===== src/rtl/pipe_pkg.sv =====
// Shared pipeline definitions for the MIPS stage registers.
// Provides default widths, the NOP encoding, the default PC increment and
// the packed entry type used between IF and ID at default widths.
package pipe_pkg;

  localparam int INSTR_W_DEF = 32;
  localparam int ADDR_W_DEF  = 32;
  localparam int PC_INC_DEF  = 4;

  // MIPS sll $0,$0,0 encodes as all zeros
  localparam logic [INSTR_W_DEF-1:0] NOP_INSTR_DEF = '0;

  typedef struct packed {
    logic [INSTR_W_DEF-1:0] instr;
    logic [ADDR_W_DEF-1:0]  pc;
  } if_id_t;

endpackage


===== src/rtl/pipe_skid_buf.sv =====
// Generic valid/ready pipeline buffer, reusable for any stage register.
// SKID=1: main + skid entry, in_ready comes straight from a flop.
// SKID=0: single entry, in_ready depends combinationally on out_ready.
// Ports:
//   clock, reset       rising-edge clock, async active-high reset
//   flush              synchronous kill of all held entries
//   in_valid/in_ready  upstream handshake, in_data payload
//   out_valid/out_ready downstream handshake, out_data payload
module pipe_skid_buf #(
  parameter int W    = 64,
  parameter bit SKID = 1'b1
) (
  input  logic         clock,
  input  logic         reset,
  input  logic         flush,
  input  logic         in_valid,
  output logic         in_ready,
  input  logic [W-1:0] in_data,
  output logic         out_valid,
  input  logic         out_ready,
  output logic [W-1:0] out_data
);

  logic         r_main_v;
  logic [W-1:0] r_main_d;
  logic         w_in_fire;
  logic         w_out_fire;

  assign w_in_fire  = in_valid && in_ready;
  assign w_out_fire = r_main_v && out_ready;
  assign out_valid  = r_main_v;
  assign out_data   = r_main_d;

  generate
    if (SKID) begin : g_skid
      logic         r_skid_v;
      logic [W-1:0] r_skid_d;

      assign in_ready = !r_skid_v;

      // Data registers are left alone on flush; only the valid bits drop.
      always_ff @(posedge clock or posedge reset) begin
        if (reset) begin
          r_main_v <= 1'b0;
          r_main_d <= '0;
          r_skid_v <= 1'b0;
          r_skid_d <= '0;
        end else if (flush) begin
          r_main_v <= 1'b0;
          r_skid_v <= 1'b0;
        end else if (!r_main_v || w_out_fire) begin
          // Skid drains first; in_ready is low while it is full.
          if (r_skid_v) begin
            r_main_d <= r_skid_d;
            r_main_v <= 1'b1;
            r_skid_v <= 1'b0;
          end else if (w_in_fire) begin
            r_main_d <= in_data;
            r_main_v <= 1'b1;
          end else begin
            r_main_v <= 1'b0;
          end
        end else if (w_in_fire) begin
          r_skid_d <= in_data;
          r_skid_v <= 1'b1;
        end
      end
    end else begin : g_single
      assign in_ready = !r_main_v || out_ready;

      always_ff @(posedge clock or posedge reset) begin
        if (reset) begin
          r_main_v <= 1'b0;
          r_main_d <= '0;
        end else if (flush) begin
          r_main_v <= 1'b0;
        end else if (w_in_fire) begin
          r_main_d <= in_data;
          r_main_v <= 1'b1;
        end else if (!r_main_v || w_out_fire) begin
          r_main_v <= 1'b0;
        end
      end
    end
  endgenerate

endmodule


===== src/rtl/if_id_stage.sv =====
// IF/ID pipeline stage between instruction fetch and decode.
// Captures instruction and PC+PC_INC, substitutes NOP_INSTR when empty,
// supports flush and counts decode stall cycles (saturating).
// Ports:
//   clock, reset           rising-edge clock, async active-high reset
//   in_valid/in_ready      fetch handshake; in_instr, in_pc payload
//   flush                  branch/jump taken: drop everything held
//   out_valid/out_ready    decode handshake; out_instr, out_pc payload
//   stall_count            cycles with out_valid && !out_ready
module if_id_stage
  import pipe_pkg::*;
#(
  parameter int                 INSTR_W   = INSTR_W_DEF,
  parameter int                 ADDR_W    = ADDR_W_DEF,
  parameter int                 PC_INC    = PC_INC_DEF,
  parameter logic [INSTR_W-1:0] NOP_INSTR = INSTR_W'(NOP_INSTR_DEF),
  parameter bit                 SKID      = 1'b1,
  parameter int                 CNT_W     = 16
) (
  input  logic               clock,
  input  logic               reset,
  input  logic               in_valid,
  output logic               in_ready,
  input  logic [INSTR_W-1:0] in_instr,
  input  logic [ADDR_W-1:0]  in_pc,
  input  logic               flush,
  output logic               out_valid,
  input  logic               out_ready,
  output logic [INSTR_W-1:0] out_instr,
  output logic [ADDR_W-1:0]  out_pc,
  output logic [CNT_W-1:0]   stall_count
);

  localparam int W = INSTR_W + ADDR_W;

  logic [ADDR_W-1:0] w_pc_inc;
  logic [W-1:0]      w_in_data;
  logic [W-1:0]      w_out_data;
  logic [CNT_W-1:0]  r_stall_cnt;

  // Increment at capture so the stored value never follows a live in_pc.
  assign w_pc_inc  = in_pc + ADDR_W'(PC_INC);
  assign w_in_data = {in_instr, w_pc_inc};

  pipe_skid_buf #(
    .W    (W),
    .SKID (SKID)
  ) u_buf (
    .clock     (clock),
    .reset     (reset),
    .flush     (flush),
    .in_valid  (in_valid),
    .in_ready  (in_ready),
    .in_data   (w_in_data),
    .out_valid (out_valid),
    .out_ready (out_ready),
    .out_data  (w_out_data)
  );

  assign out_instr = out_valid ? w_out_data[W-1:ADDR_W] : NOP_INSTR;
  assign out_pc    = w_out_data[ADDR_W-1:0];

  always_ff @(posedge clock or posedge reset) begin
    if (reset) begin
      r_stall_cnt <= '0;
    end else if (out_valid && !out_ready && !flush && (r_stall_cnt != '1)) begin
      r_stall_cnt <= r_stall_cnt + CNT_W'(1);
    end
  end

  assign stall_count = r_stall_cnt;

endmodule


===== config.mk =====
export PLATFORM = sky130hd
export DESIGN_NAME = if_id_stage
export DESIGN_NICKNAME = d
export VERILOG_FILES = /design/src/rtl/pipe_pkg.sv /design/src/rtl/pipe_skid_buf.sv /design/src/rtl/if_id_stage.sv
export SDC_FILE = /design/constraint.sdc
export NUM_CORES = 1
export LEC_CHECK = 0
export BUFFER_PORTS_ARGS = -buffer_cell sky130_fd_sc_hd__buf_2
export CAP_MARGIN = 40
export CORE_MARGIN = 4
export CORE_UTILIZATION = 35
export CTS_BUF_LIST = sky130_fd_sc_hd__clkbuf_2
export CTS_CLUSTER_DIAMETER = 50
export CTS_CLUSTER_SIZE = 24
export DETAILED_ROUTE_END_ITERATION = 10
export GPL_TIMING_DRIVEN = 1
export PLACE_DENSITY_LB_ADDON = 0.25
export SYNTH_ARGS = -nofsm -noshare
export SYNTH_HDL_FRONTEND = slang
export SYNTH_SLANG_ARGS = --single-unit

===== constraint.sdc =====
create_clock -name clock -period 11.1 [get_ports clock]
set_clock_uncertainty 0.05 [all_clocks]
set_input_delay 2.22 -clock clock [delete_from_list [all_inputs] [get_ports clock]]
set_output_delay 2.22 -clock clock [all_outputs]
set_load 0.05 [all_outputs]

## Yosys cells after proc, flatten, opt, wreduce, memory -nomap -nowiden

Cells that the tools add are included.

| operators by class | value |
|---|---|
| $add $sub $neg | 2 |
| multiply operators | 0 |
| divide/modulo/power cells | 0 |
| magnitude comparators | 0 |
| equality and inequality tests | 1 |
| shifts and indexed selects | 0 |
| muxes and demuxes | 10 |
| bitwise gates (word level) | 2 |
| reductions and logical operators | 15 |

Operators with widths:

| kind | number |
|---|---|
| 64-bit 2-to-1 mux | 2 |
| 32-bit by 3-bit adder with 32-bit output (second input constant) | 1 |
| 32-bit 2-to-1 mux | 1 |
| 16-bit by 1-bit adder with 16-bit output (second input constant) | 1 |
| 16-bit inequality test (second input constant) | 1 |
| 1-bit 2-to-1 mux | 7 |
| 3-bit AND reduction | 2 |
| 1-bit logical AND | 5 |
| 1-bit zero test | 4 |
| 2-bit nonzero test | 2 |
| 3-bit nonzero test | 1 |
| 1-bit inverter | 2 |
| 1-bit logical OR | 1 |

| storage, ports and cells | value |
|---|---|
| flip-flop bits (word level) | 146 |
| latch bits | 0 |
| bits in writable memories | 0 |
| ROM bits | 0 |
| bits of input ports | 69 |
| output and inout port bits | 82 |
| word-level logic and storage cells | 35 |
| memories kept | 0 |

## Logic depth before layout (Yosys ltp)

| logic depth | value |
|---|---|
| depth after elaboration | 6 |
| mapped depth | 7 |
| depth with buffers taken out | 6 |

## Hierarchy

From an unflattened synthesis, not the netlist that was laid out.

| second synthesis, totals | value |
|---|---|
| cell total of the unflattened synthesis | 537 |
| area, all modules | 7179.4 um2 |

By module, submodules not included:

| module | times used | cells an instance | area each (um2) | seq. area each (um2) |
|---|---|---|---|---|
| pipe_skid_buf | 1 | 351 | 5612.9 | 3253.1 |
| if_id_stage | 1 | 186 | 1566.5 | 400.4 |

## Worst setup path before layout

No wires, ideal clock.

| timing path | value |
|---|---|
| path kind | register to output |
| start | register u_buf.r_main_v, in the netlist u_buf.out_valid |
| end | output port out_instr[31] |
| arrival time | 1377 ps |
| required time | 8830 ps |
| slack | 7453 ps |
| cell stages (with the launch flop) | 3 |
| buffers on the path | 1 |
| cells stage by stage | dfrtp_1 > clkbuf_1 > and2_1 |

| between the ends | value |
|---|---|
| word-level cells in the longest chain between the ends | 1 |

RTL lines:

| what | line | source |
|---|---|---|
| from (decl) | pipe_skid_buf.sv:24 | `logic r_main_v;` |
| from (signal assigned) | pipe_skid_buf.sv:44 | `r_main_v <= 1'b0;` |
| from (signal assigned) | pipe_skid_buf.sv:49 | `r_main_v <= 1'b0;` |
| from (signal assigned) | pipe_skid_buf.sv:55 | `r_main_v <= 1'b1;` |
| 32-bit 2-to-1 mux | if_id_stage.sv:60 | `assign out_instr = out_valid ? w_out_data[W-1:ADDR_W] : NOP_INSTR;` |
| to (decl) | if_id_stage.sv:29 | `output logic [INSTR_W-1:0] out_instr,` |

Every way passes these cells.

## Worst setup path after layout

| timing path | value |
|---|---|
| start | register u_buf.r_main_v, in the netlist u_buf.out_valid |
| end | output port out_instr[23] |

Same word-level chain as after synthesis.

==> run_results.csv <==
group,metric,value,unit
route,vias,5140,
sta,setup_viol,0,
setup_path,critPathRequiredTime,8.83,ns
pwr,irDropWorstVdd,0.06841,mV
floorplan,start_util,36.07,%
synthesis,synth_cell_type_count,42,
setup_path,reg2reg_depth,6,
synthesis,ys_ff_latch,146,
global_route,grt_pass1_wl,26960,um
layout,fin_area,8272,sq um
clocking,cts_setup_buffers,0,
place,dpl.hpwl,11590,um
floorplan,ioPinCount,151,
hold_path,holdPathStages,2,
floorplan,dieArea,22670,sq um
global_route,gr-total-overflow,0,
pwr,sw_frac_of_total,34.11,%
pwr,comb_power_share,24.9,%
hold_path,hold_path_class,"flip-flop to flip-flop",
sta,whs,0.4459,ns
sta,tightest_slew,0.8057,ns
clocking,ctsResizeCount,0,
route,drt-total-wl,16580,um
clocking,cts_buffers,17,
synthesis,postSynthAreaPerCell,10.45,sq um
sta,setup_ws,6.932,ns
global_route,grt_max_degree,88,
setup_path,reg2reg_slack,8.63,ns
synthesis,synth-edff-count,0,
clocking,cts_tree,"built",
place,place_area,7950,sq um
pwr,finalPower,1439,uW
setup_path,path_class,"flip-flop to output pin",
sta,period_needed,4.168,ns
setup_path,cp_data_arrival_time,1.90,ns
route,drtIter0Drc,259,
clocking,cts_num_sinks,146,
setup_path,reg2reg_to,"u_buf.out_data[28]$_DFFE_PP0P_",
floorplan,fp-row-count,51,
place,portBuffers,150,
hold_path,hold_path_end,"u_buf.out_data[42]$_DFFE_PP0P_",
clocking,clkLatencyLatePin,0.68,ns
clocking,postCtsHoldBufs,0,
synthesis,syn_area,7113,sq um
layout,drive_gt1_share,30.51,%
floorplan,die_w,150.6,um
pwr,pwr_density_cell,174.0,nW/um^2
pwr,p_leak,0.003837,uW
place,globalplace.congestion,0.8258,
floorplan,fp.dieH,150.6,um
layout,layout.nets,861,
pwr,p_int,948.2,uW
synthesis,yosys_warnings,0,
clocking,cts_max_level,4,
route,avgRoutedWirePerCell,15.48,um
clocking,clk_pin_slew,0.19,ns
run,drv_cap,0,
synthesis,synth-main-ff-cell,"dfrtp_1",
setup_path,rr_startpoint,"u_buf.g_skid.r_skid_v$_DFFE_PP0P_",
setup_path,path_max_fanout,28,
synthesis,syn_inst,681,
pwr,p_seq_share,48.3,%
route,avgViaCountPerCell,4.799,
pwr,clkPwrFrac,26.8,%
pwr,switchingPower,490.9,uW
place,preCtsSetupSlack,7.087,ns
clocking,clockRootBuffer,"clkbuf_2",
global_route,antenna_found_initial,1,
route,drtPass1Iterations,4,
sta,slew_viol_final,0,
status,status,"completed",
sta,hold_viol,0,
floorplan,core_area,19720,sq um
global_route,grt_pass1_vias,4994,
sta,fmax,239.9,MHz
setup_path,critPathLaunchType,"flip-flop",
synthesis,ys_async_sr_fraction,100.0,%
synthesis,yosysSeqAreaShare,51.36,%
sta,fin_crit_sh,37.55,%
hold_path,min-delay-start,"u_buf.out_data[42]$_DFFE_PP0P_",
synthesis,syn-num-nets,752,
sta,rsz0062_at_grt,"no",
sta,finalSetupTns,0,ns
route,ant_nets,0,
layout,syn_to_final_growth,16.29,%
route,drc_errors,0,
sta,relSlewSlack,46.29,%
global_route,grt_use_total,15.14,%
clocking,cts_buffer_depth,2,
setup_path,crit_path_end_kind,"output pin",
-- cell usage after synthesis, types with 3 or more instances --
| cell type | count | share of area [%] |
|---|---|---|
| nor4_1 | 3 | 0.26 |
| xor2_1 | 15 | 1.8 |
| o211ai_1 | 11 | 1.2 |
| clkbuf_1 | 21 | 1.1 |
| nor2_1 | 19 | 1.0 |
| dfrtp_1 | 146 | 51 |
| nand3_1 | 31 | 2.2 |
| o21ai_0 | 75 | 5.3 |
| mux2_2 | 42 | 6.6 |
| inv_1 | 6 | 0.32 |
| a21oi_1 | 8 | 0.56 |
| xnor2_1 | 26 | 3.2 |
| and2_1 | 32 | 2.8 |
| buf_2 | 10 | 0.70 |
| nand4_1 | 19 | 1.7 |
| mux2i_1 | 36 | 5.1 |
| a221o_1 | 3 | 0.42 |
| nand2_1 | 95 | 5.0 |
| buf_1 | 4 | 0.21 |
| buf_4 | 32 | 3.4 |
| nor3_1 | 5 | 0.35 |
| and4_1 | 4 | 0.49 |
| and3_1 | 14 | 1.2 |
-- final cells by class --
type                            instances  area (sq um)
Fill cell                            1993         11450
Sequential cell                       146          3657
Multi-Input combinational cell        460          3062
Timing Repair Buffer                  158         868.3
Tap cell                              265         331.6
Clock inverter                         11         209.0
Clock buffer                           21         105.1
Inverter                                7         31.28
Antenna cell                            3         7.507
-- layout by cell type (no fill, tap or decap), drive strengths merged --
master / n
diode: 3
nor2b: 1
and3: 15
xnor2: 26
or3: 1
xor2: 15
a32oi: 1
a21oi: 8
ha: 2
nand2b: 1
bufinv: 6
mux2: 44
inv: 6
a31oi: 2
clkinv: 5
o211ai: 11
mux2i: 36
and2: 32
nor3b: 3
buf: 158
a311oi: 1
a221o: 3
nor4: 5
nand2: 95
nand3: 31
clkbuf: 21
nor2: 19
and4: 5
nand4: 21
dfrtp: 146
clkinvlp: 1
nor3: 6
o21ai: 76
-- worst max-delay path, stage by stage, from the launching register on --
cell and delay [ns]:
dfrtp_1 0.59, buf_16 0.20, and2_1 0.16, buf_2 0.26
-- how the worst max path moves through the flow --
stage	from	end	depth (start not counted)
after global placement	in_valid	u_buf.out_data[31]$_DFFE_PP0P_	5
after global routing	u_buf.out_valid$_DFFE_PP0N_	out_instr[16]	3
final	u_buf.out_valid$_DFFE_PP0N_	out_instr[23]	3
after CTS	u_buf.out_valid$_DFFE_PP0N_	out_instr[16]	3
after floorplan	reset	stall_count[0]$_DFFE_PP0P_	1
after detailed placement	in_pc[4]	u_buf.out_data[31]$_DFFE_PP0P_	6
-- metal layers --
layer | part of all wire, % | track usage [%] | up-vias
li1 | - | - | 2555
met1 | 50 | 21.91 | 2440
met2 | 43 | 22.65 | 134
met3 | 5.5 | 3.251 | 11
met4 | 1.2 | 4.803 | 0
met5 | 0 | 0 | -
-- power groups by stage --
stage / registers [uW] / logic, uW / clock network, uW
after floorplan: 718 / 275 / 0
after CTS: 695 / 364 / 401
after detailed placement: 707 / 364 / 0
after global routing: 709 / 391 / 425
after global placement: 705 / 354 / 0
final: 695 / 359 / 385
-- flip-flops by register name, indices dropped and copies added (netlist names) --
name and flops:
u_buf.out_valid 1, u_buf.out_data 64, u_buf.g_skid.r_skid_v 1, u_buf.g_skid.r_skid_d 64, stall_count 16
-- logic make-up (layout without fill, tap and decap cells) --
| logic type | count (synthesis) | count (layout) | share of synthesized area [%] |
|---|---|---|---|
| AO/OA/AOI/OAI | 102 | 102 | 8.162 |
| XOR/XNOR | 41 | 41 | 5.048 |
| adder cells (fa/ha/maj) | 2 | 2 | 0.3517 |
| buffers and inverters | 75 | 197 | 5.928 |
| flip-flops | 146 | 146 | 51.36 |
| multiplexers | 80 | 80 | 12.03 |
| other | 0 | 3 | 0 |
| AND/OR/NAND/NOR | 235 | 235 | 17.11 |
-- metrics by stage --
| step | utilization (%) | instances |
|---|---|---|
| floorplan | - | 681 |
| global placement | 39.88 | 1032 |
| detailed placement | 40.32 | 1036 |
| CTS | 41.91 | 1068 |
| global route | 41.95 | 1071 |
| finish | 41.95 | 1071 |
Note: power is estimated with default switching activity, not from simulation.
